--- src/rtl/swap_ctrl.sv ---
// swap_ctrl: exchanges the contents of two register-file locations through a
// single write port and a single asynchronous read port, sharing them with a host.
module swap_ctrl #(
  parameter int ADDR_WIDTH = 7,
  parameter int DATA_WIDTH = 8
) (
  input  logic                  clk,
  input  logic                  reset_n,
  input  logic                  start,
  input  logic [ADDR_WIDTH-1:0] addr_a,
  input  logic [ADDR_WIDTH-1:0] addr_b,
  input  logic                  host_we,
  input  logic [ADDR_WIDTH-1:0] host_addr_w,
  input  logic [DATA_WIDTH-1:0] host_data_w,
  input  logic [ADDR_WIDTH-1:0] host_addr_r,
  output logic [DATA_WIDTH-1:0] host_data_r,
  output logic                  host_ready,
  output logic                  busy,
  output logic                  done,
  output logic                  rf_we,
  output logic [ADDR_WIDTH-1:0] rf_addr_w,
  output logic [DATA_WIDTH-1:0] rf_data_w,
  output logic [ADDR_WIDTH-1:0] rf_addr_r,
  input  logic [DATA_WIDTH-1:0] rf_data_r
);

  typedef enum logic [2:0] {
    IDLE = 3'd0,
    RD_A = 3'd1,
    CP_B = 3'd2,
    WR_T = 3'd3,
    DONE = 3'd4
  } state_t;

  state_t                  state_q, state_d;
  logic [ADDR_WIDTH-1:0]   a_q, a_d;
  logic [ADDR_WIDTH-1:0]   b_q, b_d;
  logic [DATA_WIDTH-1:0]   tmp_q, tmp_d;

  assign host_data_r = rf_data_r;

  // State and swap operand registers.
  always_ff @(posedge clk or negedge reset_n) begin
    if (!reset_n) begin
      state_q <= IDLE;
      a_q     <= {ADDR_WIDTH{1'b0}};
      b_q     <= {ADDR_WIDTH{1'b0}};
      tmp_q   <= {DATA_WIDTH{1'b0}};
    end else begin
      state_q <= state_d;
      a_q     <= a_d;
      b_q     <= b_d;
      tmp_q   <= tmp_d;
    end
  end

  // Next-state logic and register-file port muxing.
  always_comb begin
    state_d    = state_q;
    a_d        = a_q;
    b_d        = b_q;
    tmp_d      = tmp_q;
    rf_we      = 1'b0;
    rf_addr_w  = host_addr_w;
    rf_data_w  = host_data_w;
    rf_addr_r  = host_addr_r;
    host_ready = 1'b0;
    busy       = 1'b1;
    done       = 1'b0;
    case (state_q)
      IDLE: begin
        // reset_n gating keeps host writes off the file while reset is held
        rf_we      = host_we & reset_n;
        host_ready = 1'b1;
        busy       = 1'b0;
        if (start) begin
          a_d = addr_a;
          b_d = addr_b;
          if (addr_a != addr_b) begin
            state_d = RD_A;
          end else begin
            state_d = DONE;
          end
        end else begin
          state_d = IDLE;
        end
      end
      RD_A: begin
        rf_addr_r = a_q;
        tmp_d     = rf_data_r;
        state_d   = CP_B;
      end
      CP_B: begin
        rf_addr_r = b_q;
        rf_we     = 1'b1;
        rf_addr_w = a_q;
        rf_data_w = rf_data_r;
        state_d   = WR_T;
      end
      WR_T: begin
        rf_we     = 1'b1;
        rf_addr_w = b_q;
        rf_data_w = tmp_q;
        rf_addr_r = b_q;
        state_d   = DONE;
      end
      DONE: begin
        done    = 1'b1;
        state_d = IDLE;
      end
      default: begin
        state_d = IDLE;
      end
    endcase
  end

endmodule
--- config.mk ---
export PLATFORM = sky130hd
export DESIGN_NAME = swap_ctrl
export DESIGN_NICKNAME = d
export VERILOG_FILES = /design/src/rtl/swap_ctrl.sv
export SDC_FILE = /design/constraint.sdc
export NUM_CORES = 1
export LEC_CHECK = 0
export ABC_AREA = 1
export CORE_ASPECT_RATIO = 0.5
export CORE_MARGIN = 8
export CORE_UTILIZATION = 36
export CTS_CLUSTER_SIZE = 16
export DETAILED_ROUTE_END_ITERATION = 6
export PLACE_DENSITY = 0.79
export SYNTH_ARGS = -nofsm -noshare
export SYNTH_HDL_FRONTEND = slang
export SYNTH_SLANG_ARGS = --single-unit
--- constraint.sdc ---
create_clock -name clk -period 1.4 [get_ports clk]
set_input_delay 0.28 -clock clk [delete_from_list [all_inputs] [get_ports clk]]
set_output_delay 0.28 -clock clk [all_outputs]
set_load 0.02 [all_outputs]
== Yosys cells after proc, flatten, opt, wreduce, memory -nomap -nowiden ==
Index checks and enable logic that the tools add are counted.

* Output and inout port bits: 34
* Input port bits: 48
* Bits in registers: 25

* Reduce and logical (&&, ||, !) cells: 3
* Bitwise logic cells: 1
* Eq/ne operators: 5
* Mux-type cells: 10

{| class="wikitable"
|+ Operator list
! operator !! count
|-
| $pmux 7 s2 || 2
|-
| $pmux 8 s2 || 1
|-
| $pmux 3 s4 || 1
|-
| $ne 7x7->1 || 1
|-
| $eq 3x2->1 const B || 2
|-
| $mux 3 || 2
|-
| $eq 3x1->1 const B || 1
|-
| $eq 3x3->1 const B || 1
|-
| $logic_not 3->1 || 1
|-
| $mux 1 || 3
|-
| $pmux 1 s2 || 1
|-
| $reduce_and 2->1 || 1
|-
| $reduce_or 2->1 || 1
|-
| $and 1x1->1 || 1
|}

== Longest topological paths before layout ==
* Depth in word-level cells: 4
* Mapped depth: 8
* Gate-level depth less buffers: 8

== Worst setup path before layout ==
No wires, ideal clock.

* Path kind: register to output
* From: reg state_q[2]
* To: out rf_addr_r[6]
* Path buffers: 2
* Data arrival time: 1292 ps
* Cell stages (with the launch flop): 6
* Required time: 1120 ps
* Slack: -172 ps
* Path through: dfrtp_1 > buf_6 > nor3_4 > inv_4 > buf_6 > o211ai_2

* Word-level cells in the longest chain between the ends: 3
* Elaborated cells on any way between the ends: 5
* Those cells by class: 3 x eq/ne; 1 x mux; 1 x reduce/logical

{| class="wikitable"
|+ RTL lines
! element !! line !! text
|-
| start: declaration || 35 || <nowiki>state_t state_q, state_d;</nowiki>
|-
| start signal: assignment || 50 || <nowiki>state_q <= state_d;</nowiki>
|-
| $eq 3x2->1 || 70 || <nowiki>case (state_q)</nowiki>
|-
| $reduce_or 2->1 (no line) || -- ||
|-
| $pmux 7 s2 * || 70 ||
|-
| end: declaration || 23 || <nowiki>output logic [ADDR_WIDTH-1:0] rf_addr_r,</nowiki>
|}

Mark *: on every way between the ends. The rest lies on a longest branch, timed or not.

== Final worst setup path ==
* From: reg state_q[1]
* To: out rf_addr_w[3]

* Word-level cells in the longest chain between the ends: 2
* Elaborated cells on any way between the ends: 3
* Those cells by class: 2 x eq/ne; 1 x mux

{| class="wikitable"
|+ RTL lines
! element !! line !! text
|-
| $eq 3x2->1 || 70 ||
|-
| $pmux 7 s2 * || 70 ||
|-
| end: declaration || 21 || <nowiki>output logic [ADDR_WIDTH-1:0] rf_addr_w,</nowiki>
|}

Marks and branches as above.

==> impl_metrics.env <==
export IMPL_status="complete, but fails checks"
export IMPL_failed_checks="setup timing"
export IMPL_core_sq_um=4360
export IMPL_path_max_fanout=7
export IMPL_clock_sinks=25
export IMPL_stdcell_count=401
export IMPL_synth_cells=232
export IMPL_nFillCells=286
export IMPL_grt_pass1_wl_um=9735
export IMPL_cts_buffers=3
export IMPL_rr_startpoint="state_q[1]$_DFF_PN0_"
export IMPL_cts_max_level=1
export IMPL_critPathBufInv=3
export IMPL_drive_above_1_share_pct=42.15
export IMPL_fin_nets=393
export IMPL_ios=82
export IMPL_ant_nets=0
export IMPL_crit_type="reg -> out"
export IMPL_r2r_end="state_q[2]$_DFF_PN0_"
export IMPL_placed_cells=388
export IMPL_power_leakage_nw=1.524
export IMPL_die_area_sq_um=7051
export IMPL_hold_path_class="in -> async"
export IMPL_synthTopCellsByCount="nand2_1 (96), inv_1 (28), dfrtp_1 (25), nor2_1 (11)"
export IMPL_fp_row_count=17
export IMPL_viasPerCell=5.052
export IMPL_worst_hold_slack_ns=0.4824
export IMPL_slew_headroom_pct=77.80
export IMPL_reg2reg_depth=11
export IMPL_routed_wl_um=6578
export IMPL_placed_cell_area_sq_um=2711
export IMPL_yosysTopAreaCell="dfrtp_1"
export IMPL_start_util_pct=37.27
export IMPL_grt_overflow=0
export IMPL_worstPathCellList="inv_4 > nor2_4 > buf_6 > nand2_2 > a31oi_2 > buf_4"
export IMPL_fmax_mhz=540.4
export IMPL_grt_max_degree=26
export IMPL_via_count=2026
export IMPL_place_congestion=0.8237
export IMPL_cp_required_ns=1.12
export IMPL_fp_dieH_um=63.51
export IMPL_synth_seq_area_share_pct=38.49
export IMPL_tns_ns=-12.71
export IMPL_p_per_area_nw_per_um2=2332
export IMPL_grt_pass1_vias=1998
export IMPL_clk_path_buf_depth=2
export IMPL_worst_pin_slew_ns=0.3331
export IMPL_path_clk_slew_ns=0.09
export IMPL_postSynthAreaPerCell_sq_um=7.006
export IMPL_synth_warnings=0
export IMPL_r2r_slack_ns=-0.19
export IMPL_worstPathArrival_ns=1.57
export IMPL_setup_worst_path_end_class="primary output"
export IMPL_finalMaxSlewViolations=0
export IMPL_hold_buffers=0
export IMPL_synthToLayoutAreaGrowth_pct=89.76
export IMPL_fin_ws_ns=-0.4505
export IMPL_fp_dieW_um=111.0
export IMPL_drv_cap=0
export IMPL_grt_setup_unrepaired="yes"
export IMPL_wl_per_cell_um=16.40
export IMPL_fin_area_sq_um=3084
export IMPL_cts_tree="built"
export IMPL_grt_antenna_before_repair=0
export IMPL_crit_path_max_incr_delay_ns=0.49
export IMPL_start_kind="flip-flop"
export IMPL_dp_hpwl_um=4221
export IMPL_drc=0
export IMPL_synth_area_leaders="dfrtp_1 (38%), nand2_1 (22%), inv_1 (6.5%), buf_4 (3.7%), o211ai_1 (3.2%)"
export IMPL_synth_edf_count=0
export IMPL_critPathTopFamily="flip-flops"
export IMPL_synth_top_area_share_pct=38.49
export IMPL_power_ir_vdd_worst_v=0.0009599
export IMPL_clkLatencyLatePin_ns=0.28
export IMPL_syn_area_sq_um=1625
export IMPL_track_usage_pct=16.60
export IMPL_cp_slowest_cell="dfrtp_2"
export IMPL_syn_num_nets=280
export IMPL_finalCritPeriodShare_pct=132.2
export IMPL_diodes=0
export IMPL_synth_seq_cells=25
export IMPL_drt_first_pass_iters=4
export IMPL_synth_most_common_cell="nand2_1"
export IMPL_finalHoldViolCount=0
export IMPL_netlist_cell_type_count=23
export IMPL_cts_root_buffer="clkbuf_8"
export IMPL_async_reset_ff_share_pct=100.0
export IMPL_period_minus_slack_ns=1.851
export IMPL_fin_skew_ns=0.006254
export IMPL_drt_iter0_drc=90
export IMPL_final_core_util_pct=70.73
export IMPL_synth_ff_type="dfrtp_1"
export IMPL_setup_viol=42
export IMPL_port_buffers=81
==> stage by stage <==
step / power (mW) / setup slack, ns
after floorplan: 3.703 / -0.1066
after global placement: 5.469 / -0.5652
after detailed placement: 5.585 / -0.6089
after CTS: 6.584 / -0.4081
after global routing: 7.560 / -0.5325
final: 7.192 / -0.4505
==> layer usage <==
metal,track usage (%),up-vias,part of all wire [%]
met4,3.954,0,2.8
met3,3.777,22,5.8
li1,-,952,-
met5,0,-,0
met2,31.83,90,54
met1,18.18,962,38
==> final cells by class <==
type	instances	area [sq um]	share of cell area, %
clock inverters	1	7.507	0.2434
repair buffers	124	1219	39.51
multi-input cells	159	984.7	31.93
well taps	57	71.32	2.312
inverters	32	132.6	4.300
flip-flops and latches	25	628.1	20.37
clock buffers	3	41.29	1.339
==> state kept, by name, summed over array words and instances (netlist names) <==
register	cells
tmp_q	8
a_q	7
b_q	7
state_q	3
==> cells by family after synthesis <==
family | Yosys count | share of synthesized area [%]
AO/OA/AOI/OAI | 38 | 15.70
AND/OR/NAND/NOR | 121 | 30.95
buffers and inverters | 48 | 14.86
flip-flops | 25 | 38.49
==> worst max path at each step <==
stage	start	endpoint	slack [ns]	depth (start not counted)
detailed placement	state_q[1]$_DFF_PN0_	rf_data_w[1]	-0.61	7
finish	state_q[1]$_DFF_PN0_	rf_addr_w[3]	-0.45	6
global route	state_q[0]$_DFF_PN0_	rf_data_w[0]	-0.53	5
CTS	state_q[1]$_DFF_PN0_	rf_addr_w[4]	-0.41	6
global placement	state_q[1]$_DFF_PN0_	rf_data_w[0]	-0.57	7
floorplan	state_q[1]$_DFF_PN0_	rf_addr_r[6]	-0.11	4
==> cells in the final DEF, fill, tap and decap left out, types with 2 or more instances in the layout <==
cell type,instances
dfrtp_2,2
inv_2,5
clkbuf_8,3
nand2_4,2
buf_6,32
nor2_4,4
clkdlybuf4s50_1,47
nand2_1,74
inv_4,3
clkdlybuf4s15_1,3
dlygate4sd2_1,3
buf_4,34
o21ai_2,11
o211ai_1,7
inv_1,23
nand2_2,20
nor2_2,2
nor2_1,8
a22oi_2,3
o21ai_1,9
nand3_2,7
nor3_4,2
a31oi_2,5
dfrtp_1,23
==> where the power goes <==
part           switching (mW)  leakage (nW)  total, mW  internal, mW
combinational            2.77          1.19       5.29          2.52
sequential              0.378         0.308       1.45          1.07
clock                   0.249        0.0217      0.452         0.203
total                    3.40          1.52       7.19          3.79
==> what timing repair did <==
item	CTS	global route
pin swaps	8	8
gates cloned	1	1
buffers inserted	7	3
gates resized for setup	199	43
setup endpoints to repair	56	53
endpoints found under the hold margin	0	0
(Power assumes the default switching activity.)
